**config.mk**
```make
export PLATFORM = sky130hd
export DESIGN_NAME = pc_fetch_unit
export DESIGN_NICKNAME = d
export VERILOG_FILES = /design/src/rtl/pc_fetch_unit_pkg.sv /design/src/rtl/pc_fetch_unit_pc_register.sv /design/src/rtl/pc_fetch_unit.sv
export SDC_FILE = /design/constraint.sdc
export NUM_CORES = 1
export LEC_CHECK = 0
export ABC_AREA = 1
export BUFFER_PORTS_ARGS = -buffer_cell sky130_fd_sc_hd__buf_4
export CORE_ASPECT_RATIO = 1.75
export CORE_UTILIZATION = 37
export CTS_CLUSTER_DIAMETER = 60
export DETAILED_ROUTE_END_ITERATION = 6
export GPL_TIMING_DRIVEN = 0
export HOLD_SLACK_MARGIN = 0.12
export PLACE_DENSITY_LB_ADDON = 0.25
export SYNTH_ARGS = -nofsm -noshare
export SYNTH_HDL_FRONTEND = slang
export SYNTH_SLANG_ARGS = --single-unit
```
**constraint.sdc**
```tcl
create_clock -name clk -period 1.4 [get_ports clk]
set_input_delay 0.14 -clock clk [delete_from_list [all_inputs] [get_ports clk]]
set_output_delay 0.14 -clock clk [all_outputs]
set_load 0.005 [all_outputs]
```
**src/rtl/pc_fetch_unit_pkg.sv**
```systemverilog
// Shared definitions for the instruction-fetch stage: FSM state encodings
// and the default sequential PC increment.
package pc_fetch_unit_pkg;

  typedef enum logic [1:0] {
    FETCH = 2'd0,
    WAIT  = 2'd1,
    HOLD  = 2'd2
  } fetch_state_e;

  localparam int DEFAULT_PC_STEP = 4;

endpackage

```
**src/rtl/pc_fetch_unit_pc_register.sv**
```systemverilog
// Program counter storage: XLEN-bit register with synchronous reset to
// RESET_PC and a load enable.
module pc_register #(
  parameter int              XLEN     = 32,
  parameter logic [XLEN-1:0] RESET_PC = '0
) (
  input  logic            clk,
  input  logic            rst,
  input  logic            load_en,
  input  logic [XLEN-1:0] load_val,
  output logic [XLEN-1:0] pc
);

  // Hold the PC unless a load is requested; reset restores the boot address.
  always_ff @(posedge clk) begin
    if (rst) begin
      pc <= RESET_PC;
    end else if (load_en) begin
      pc <= load_val;
    end
  end

endmodule

```
**src/rtl/pc_fetch_unit.sv**
```systemverilog
// Instruction-fetch stage. Owns the PC, issues one outstanding request to
// instruction memory, holds the returned word until decode takes it, and
// handles stall and redirect/flush. The next-PC mux lives outside; this
// block supplies pc_plus4 to it and loads whatever comes back.
module pc_fetch_unit
  import pc_fetch_unit_pkg::*;
#(
  parameter int              XLEN     = 32,
  parameter logic [XLEN-1:0] RESET_PC = '0,
  parameter int              PC_STEP  = DEFAULT_PC_STEP
) (
  input  logic            clk,
  input  logic            rst,
  input  logic [XLEN-1:0] next_pc_in,
  input  logic            redirect,
  output logic [XLEN-1:0] pc_plus4,
  output logic            imem_req_valid,
  input  logic            imem_req_ready,
  output logic [XLEN-1:0] imem_addr,
  input  logic            imem_rsp_valid,
  input  logic [XLEN-1:0] imem_rsp_data,
  output logic            if_valid,
  input  logic            if_ready,
  output logic [XLEN-1:0] if_pc,
  output logic [XLEN-1:0] if_instr
);

  fetch_state_e    state, state_nxt;
  logic            drop, drop_nxt;
  logic [XLEN-1:0] ir, ir_nxt;
  logic [XLEN-1:0] pc;
  logic            pc_load;
  logic [XLEN-1:0] pc_aligned;

  // Every PC load is word-aligned by clearing the two low bits.
  assign pc_aligned = next_pc_in & ~XLEN'(3);
  assign pc_plus4   = pc + XLEN'(PC_STEP);

  pc_register #(
    .XLEN     (XLEN),
    .RESET_PC (RESET_PC)
  ) u_pc_register (
    .clk      (clk),
    .rst      (rst),
    .load_en  (pc_load),
    .load_val (pc_aligned),
    .pc       (pc)
  );

  // State, drop flag and instruction register; reset clears any pending drop.
  always_ff @(posedge clk) begin
    if (rst) begin
      state <= FETCH;
      drop  <= 1'b0;
      ir    <= '0;
    end else begin
      state <= state_nxt;
      drop  <= drop_nxt;
      ir    <= ir_nxt;
    end
  end

  // Next-state and PC-load decisions; a redirect always loads the PC and
  // abandons whatever the current state was waiting on.
  always_comb begin
    state_nxt = state;
    drop_nxt  = drop;
    ir_nxt    = ir;
    pc_load   = redirect;
    case (state)
      FETCH: begin
        if (imem_req_ready) begin
          state_nxt = WAIT;
          if (redirect) begin
            drop_nxt = 1'b1;
          end
        end
      end
      WAIT: begin
        if (imem_rsp_valid) begin
          if (drop || redirect) begin
            drop_nxt  = 1'b0;
            state_nxt = FETCH;
          end else begin
            ir_nxt    = imem_rsp_data;
            state_nxt = HOLD;
          end
        end else if (redirect) begin
          drop_nxt = 1'b1;
        end
      end
      HOLD: begin
        if (redirect) begin
          state_nxt = FETCH;
        end else if (if_ready) begin
          pc_load   = 1'b1;
          state_nxt = FETCH;
        end
      end
      default: begin
        state_nxt = FETCH;
      end
    endcase
  end

  assign imem_req_valid = (state == FETCH);
  assign imem_addr      = pc;
  assign if_valid       = (state == HOLD);
  assign if_pc          = pc;
  assign if_instr       = ir;

endmodule

```
-- Word level (Yosys, flattened, before mapping)
Index checks and enable logic that the tools add are counted.
- flip-flop bits (word level): 65
- latch bits: 0
- RAM bits: 0
- bits in read-only memories: 0
- input port bits: 70
- output and inout port bits: 130
- logic and storage cells: 32
- memories: 0
- add/subtract/negate cells: 1
- $mul: 0
- div/mod/pow operators: 0
- magnitude comparators: 0
- equality and inequality tests: 6
- shift-type cells: 0
- mux-type cells: 14
- bitwise logic cells: 1
- reductions and logical operators: 6
- operators by type and width (kind ; number):
    32-bit by 3-bit adder with 32-bit output (second input constant) ; 1
    2-bit 2-to-1 mux ; 5
    3-bit AND reduction ; 3
    1-bit 2-to-1 mux ; 7
    2-bit case mux with 3 select lines ; 1
    3-bit by 2-bit != test with 1-bit output (second input constant) ; 1
    3-bit != test (second input constant) ; 1
    2-bit by 1-bit equality test with 1-bit output (second input constant) ; 1
    2-bit equality test (second input constant) ; 1
    2-bit logical NOT ; 1
    2-bit by 1-bit != test with 1-bit output (second input constant) ; 1
    2-bit != test (second input constant) ; 1
    1-bit case mux with 2 select lines ; 1
    2-bit nonzero test ; 1
    1-bit logical OR ; 1
    1-bit inverter ; 1

-- Logic depth before layout (Yosys ltp)
- depth in word-level cells: 4
- mapped depth: 8
- gate-level depth less buffers: 8

-- Modules after synthesis
A second synthesis with hierarchy kept.
- cells, all modules: 587
- area total of the unflattened synthesis: 3746.1 sq um
- by module, submodules not included (module ; times used ; cells each ; area an instance (sq um) ; seq. area each (sq um)):
    pc_fetch_unit ; 1 ; 384 ; 2407.3 ; 700.7
    pc_register ; 1 ; 203 ; 1338.8 ; 640.6

-- Worst setup path before layout
OpenSTA, ideal clock, no wires.
- path kind: register -> output
- start point: register u_pc_register.pc[2]
- end point: output port pc_plus4[16]
- arrival time: 1.229 ns
- data required time: 1.260 ns
- path slack: 0.031 ns
- cell stages (with the launch flop): 6
- path buffers: 0
- cells stage by stage: dfxtp_1 ha_1 nand3_1 nor2_1 nand3_1 xnor2_1
- cells in the longest elaborated chain, start to end: 1
- RTL lines (item ; RTL line ; text):
    start: declaration ; pc_fetch_unit_pc_register.sv:11 ; output logic [XLEN-1:0] pc
    start signal: assignment ; pc_fetch_unit_pc_register.sv:19 ; pc <= load_val;
    32-bit by 3-bit adder with 32-bit output ; pc_fetch_unit.sv:37 ; assign pc_plus4 = pc + XLEN'(PC_STEP);
    end: declaration ; pc_fetch_unit.sv:16 ; output logic [XLEN-1:0] pc_plus4,
No other way between the ends.

-- Worst setup path after layout
- start point: register u_pc_register.pc[2]
- end point: output port pc_plus4[10]
The elaborated chain is that of the path after synthesis.

==> results.py <==
metrics = {
    "global_route": {
        "antenna_found_initial": 0,
        "grt_max_degree": 12,
        "grt_usage_pct": 26.55,
        "grt-ovfl-total": 0,
        "grt_pass1_wl_um": 19600,
        "first_global_vias": 4156,
    },
    "worst_setup_path": {
        "rrSetupSlack_ns": 0.10,
        "start_kind": "flop",
        "arrival_ns": 1.63,
        "max_stage_delay_ns": 0.39,
        "critPathLaunch": "u_pc_register.pc[2]$_SDFFE_PP0P_",
        "crit_type": "reg -> out",
        "cp_common_cell": "buf_4",
        "crit_end": "pc_plus4[10]",
        "crit_chain": "ha_4 > inv_4 > nor2_4 > nand2_4 > buf_4 > xnor2_2 > buf_4",
        "critPathMaxFanout": 5,
        "r2r_cells": 6,
        "r2r_end": "if_instr[25]$_SDFFE_PP0P_",
        "worstReg2RegStart": "state[0]$_SDFFE_PP0P_",
        "end_kind": "output port",
        "crit_required_ns": 1.26,
        "slowest_stage": "dfxtp_4",
    },
    "die": {
        "die_w_um": 75.02,
        "pin_count": 200,
        "fp-row-count": 46,
        "die_h_um": 129.8,
        "die_area_mm2": 0.009735,
        "initial_core_util_pct": 38.20,
        "design.core.area_mm2": 0.009036,
    },
    "routing": {
        "dr.max_layer_used": "met4",
        "m1WireLength_um": 4597,
        "wl_met2_um": 7871,
        "first_pass_iters": 7,
        "drt_wl_total_um": 13900,
        "drt_iter0_drc": 197,
        "wl_met3_um": 900,
        "avgRoutedWirePerCell_um": 14.68,
        "drc": 0,
        "routed_via_density": 4.785,
        "via_count": 4531,
        "antenna_left": 0,
    },
    "finish": {
        "fin_nets": 893,
        "area_delta_synth_final_pct": 97.43,
        "diodes": 0,
        "final_cells": 947,
        "layout-drive-gt1-share_pct": 49.21,
        "fin_util_pct": 75.42,
    },
    "cts": {
        "clockBufferDepth": 2,
        "worstSkewPairLatency_ns": 0.32,
        "cts_tree": "built",
        "cts_buffers": 9,
        "root_buffer": "clkbuf_16",
        "htreeDepth": 3,
        "clk_pin_slew_ns": 0.05,
        "cts_sinks": 65,
    },
    "synth": {
        "ys_types": 23,
        "ys_warn_count": 0,
        "syn_inst": 516,
        "ys_seq_area_share_pct": 37.69,
        "syn_area_mm2": 0.003452,
        "syn_avg_cell_area_um2": 6.690,
        "ys_ff_latch": 65,
    },
    "sta": {
        "skew_ns": 0.004026,
        "fin_crit_sh_pct": 126.4,
        "tightest_slew_ns": 0.5820,
        "grt_setup_unrepaired": "yes",
        "setup_viol": 28,
        "setup_ws_ns": -0.3700,
        "fin_crit_ns": 1.770,
        "finalHoldViolCount": 0,
        "slew_headroom_pct": 61.20,
        "clock.fmax_mhz": 565.0,
        "maxSlewViolCount": 0,
    },
    "status": {
        "status": "complete, but fails checks",
        "violations": "negative setup slack",
    },
    "pwr": {
        "leakagePower_uw": 0.003257,
        "irDropWorstVdd_v": 0.0008973,
        "p_per_area_mw_per_mm2": 803.2,
    },
    "place": {
        "hpwlAfterDp_um": 8636,
        "pre_cts_ws_ns": -0.3985,
        "gp_congestion": 0.8911,
        "placedCellCount": 831,
        "port_buffers": 190,
    },
    "worst_hold_path": {
        "hold_class": "in -> reg",
        "min_from": "if_ready",
    },
    "job": {
        "max_cap_violations": 0,
    },
}
==> repair_timing <==
action	in CTS	in global routing
hold buffers	64	0
hold endpoints to repair	63	0
pin swaps	29	27
gates resized for setup	116	74
setup endpoints to repair	28	57
buffers inserted	23	14
==> metal layers <==
metal  vias to the layer above  track usage [%]
li1                       2185                -
met1                      2064            25.40
met2                       237            51.46
met3                        45            5.405
met4                         0            12.76
met5                         -                0
==> cells by family after synthesis <==
family                   count (synthesis)  synth area share, %
AND/OR/NAND/NOR                        286                33.96
buffers and inverters                   80                14.03
AO/OA/AOI/OAI                           68                10.04
flip-flops                              65                37.69
other                                    1               0.1086
XOR/XNOR                                15                3.806
adder cells (fa/ha/maj)                  1               0.3624
==> state kept, by name, indices dropped and copies added, names as in the netlist <==
register / count
state: 2
u_pc_register.pc: 30
if_instr: 32
drop: 1
==> cell usage after synthesis <==
library cell  count  area [um^2]
nand2_1         152        570.6
nor2_1          109        409.1
dfxtp_1          65         1301
buf_4            36        270.3
a21oi_1          33        165.2
o21ai_0          33        165.2
inv_1            22        82.58
clkbuf_1         10        37.54
nand3_1          10        50.05
xor2_1            9        78.83
buf_6             6        67.56
nand3b_1          6        45.04
nor2_4            6        67.56
xnor2_1           6        52.55
buf_2             3        15.01
inv_2             3        11.26
a21oi_2           1        8.760
conb_1            1        3.750
ha_1              1        12.51
nand2_2           1        6.260
nand3_4           1        17.52
nor2_2            1        6.260
o21a_1            1        7.510
==> critical path: cells and delay by family (launching register included) <==
kind | cells | cell delay, ns
adder cells (fa/ha/maj) | 1 | 0.18
flip-flops | 1 | 0.39
buffers and inverters | 3 | 0.36
XOR/XNOR | 1 | 0.16
AND/OR/NAND/NOR | 2 | 0.21
==> power breakdown <==
part	switching, uW	leakage (uW)	internal [uW]	total (uW)
clock network	821	0.000151	1520	2340
logic	431	0.00256	674	1110
registers	112	0.000550	1920	2030
total	1360	0.00326	4110	5470
==> layout make-up <==
cell class,instances,area [um^2]
Timing Repair Buffer,290,2394
Fill cell,618,2221
Multi-Input combinational cell,376,2057
Sequential cell,65,1405
Buffer,55,394.1
Clock buffer,12,266.5
Tap cell,120,150.1
Inverter,25,98.84
Clock inverter,4,50.05
==> worst min-delay path by stage <==
stage / end / slack [ns] / depth (start not counted)
final: state[1]$_SDFFE_PP0P_ / 0.13 / 4
after global routing: state[1]$_SDFFE_PP0P_ / 0.14 / 4
after CTS: state[1]$_SDFFE_PP0P_ / 0.13 / 4
after detailed placement: if_instr[7]$_SDFFE_PP0P_ / 0.40 / 3
after global placement: if_instr[5]$_SDFFE_PP0P_ / 0.39 / 3
after floorplan: u_pc_register.pc[10]$_SDFFE_PP0P_ / 0.28 / 2
==> layout by cell type (no fill, tap or decap), types with 4 or more instances in the layout <==
cell and n:
buf_4 247, nand2_1 122, nor2_1 75, dlygate4sd3_1 64, dfxtp_1 36, a21oi_1 33
o21ai_0 29, dfxtp_4 27, nor2_4 23, buf_6 21, nand2_2 19, inv_1 19
nor2_2 18, nand2_4 12, nand3_1 9, clkbuf_16 9, xor2_1 8, clkbuf_1 7
nand3b_1 6, conb_1 6, inv_2 4, xnor2_2 4
==> through the flow <==
stage / power [uW] / instance area [um^2] / hold WS, ns / TNS (ns)
2_1_floorplan: 2410 / 3471 / 0.2827 / 0
3_3_place_gp: 2880 / 5047 / 0.3900 / -3.480
3_5_place_dp: 2898 / 5047 / 0.3980 / -3.868
4_1_cts: 5422 / 6484 / 0.1273 / -6.963
5_1_grt: 5706 / 6815 / 0.1393 / -8.996
6_report: 5474 / 6815 / 0.1313 / -7.396
Power figures use the tool's default switching activity.
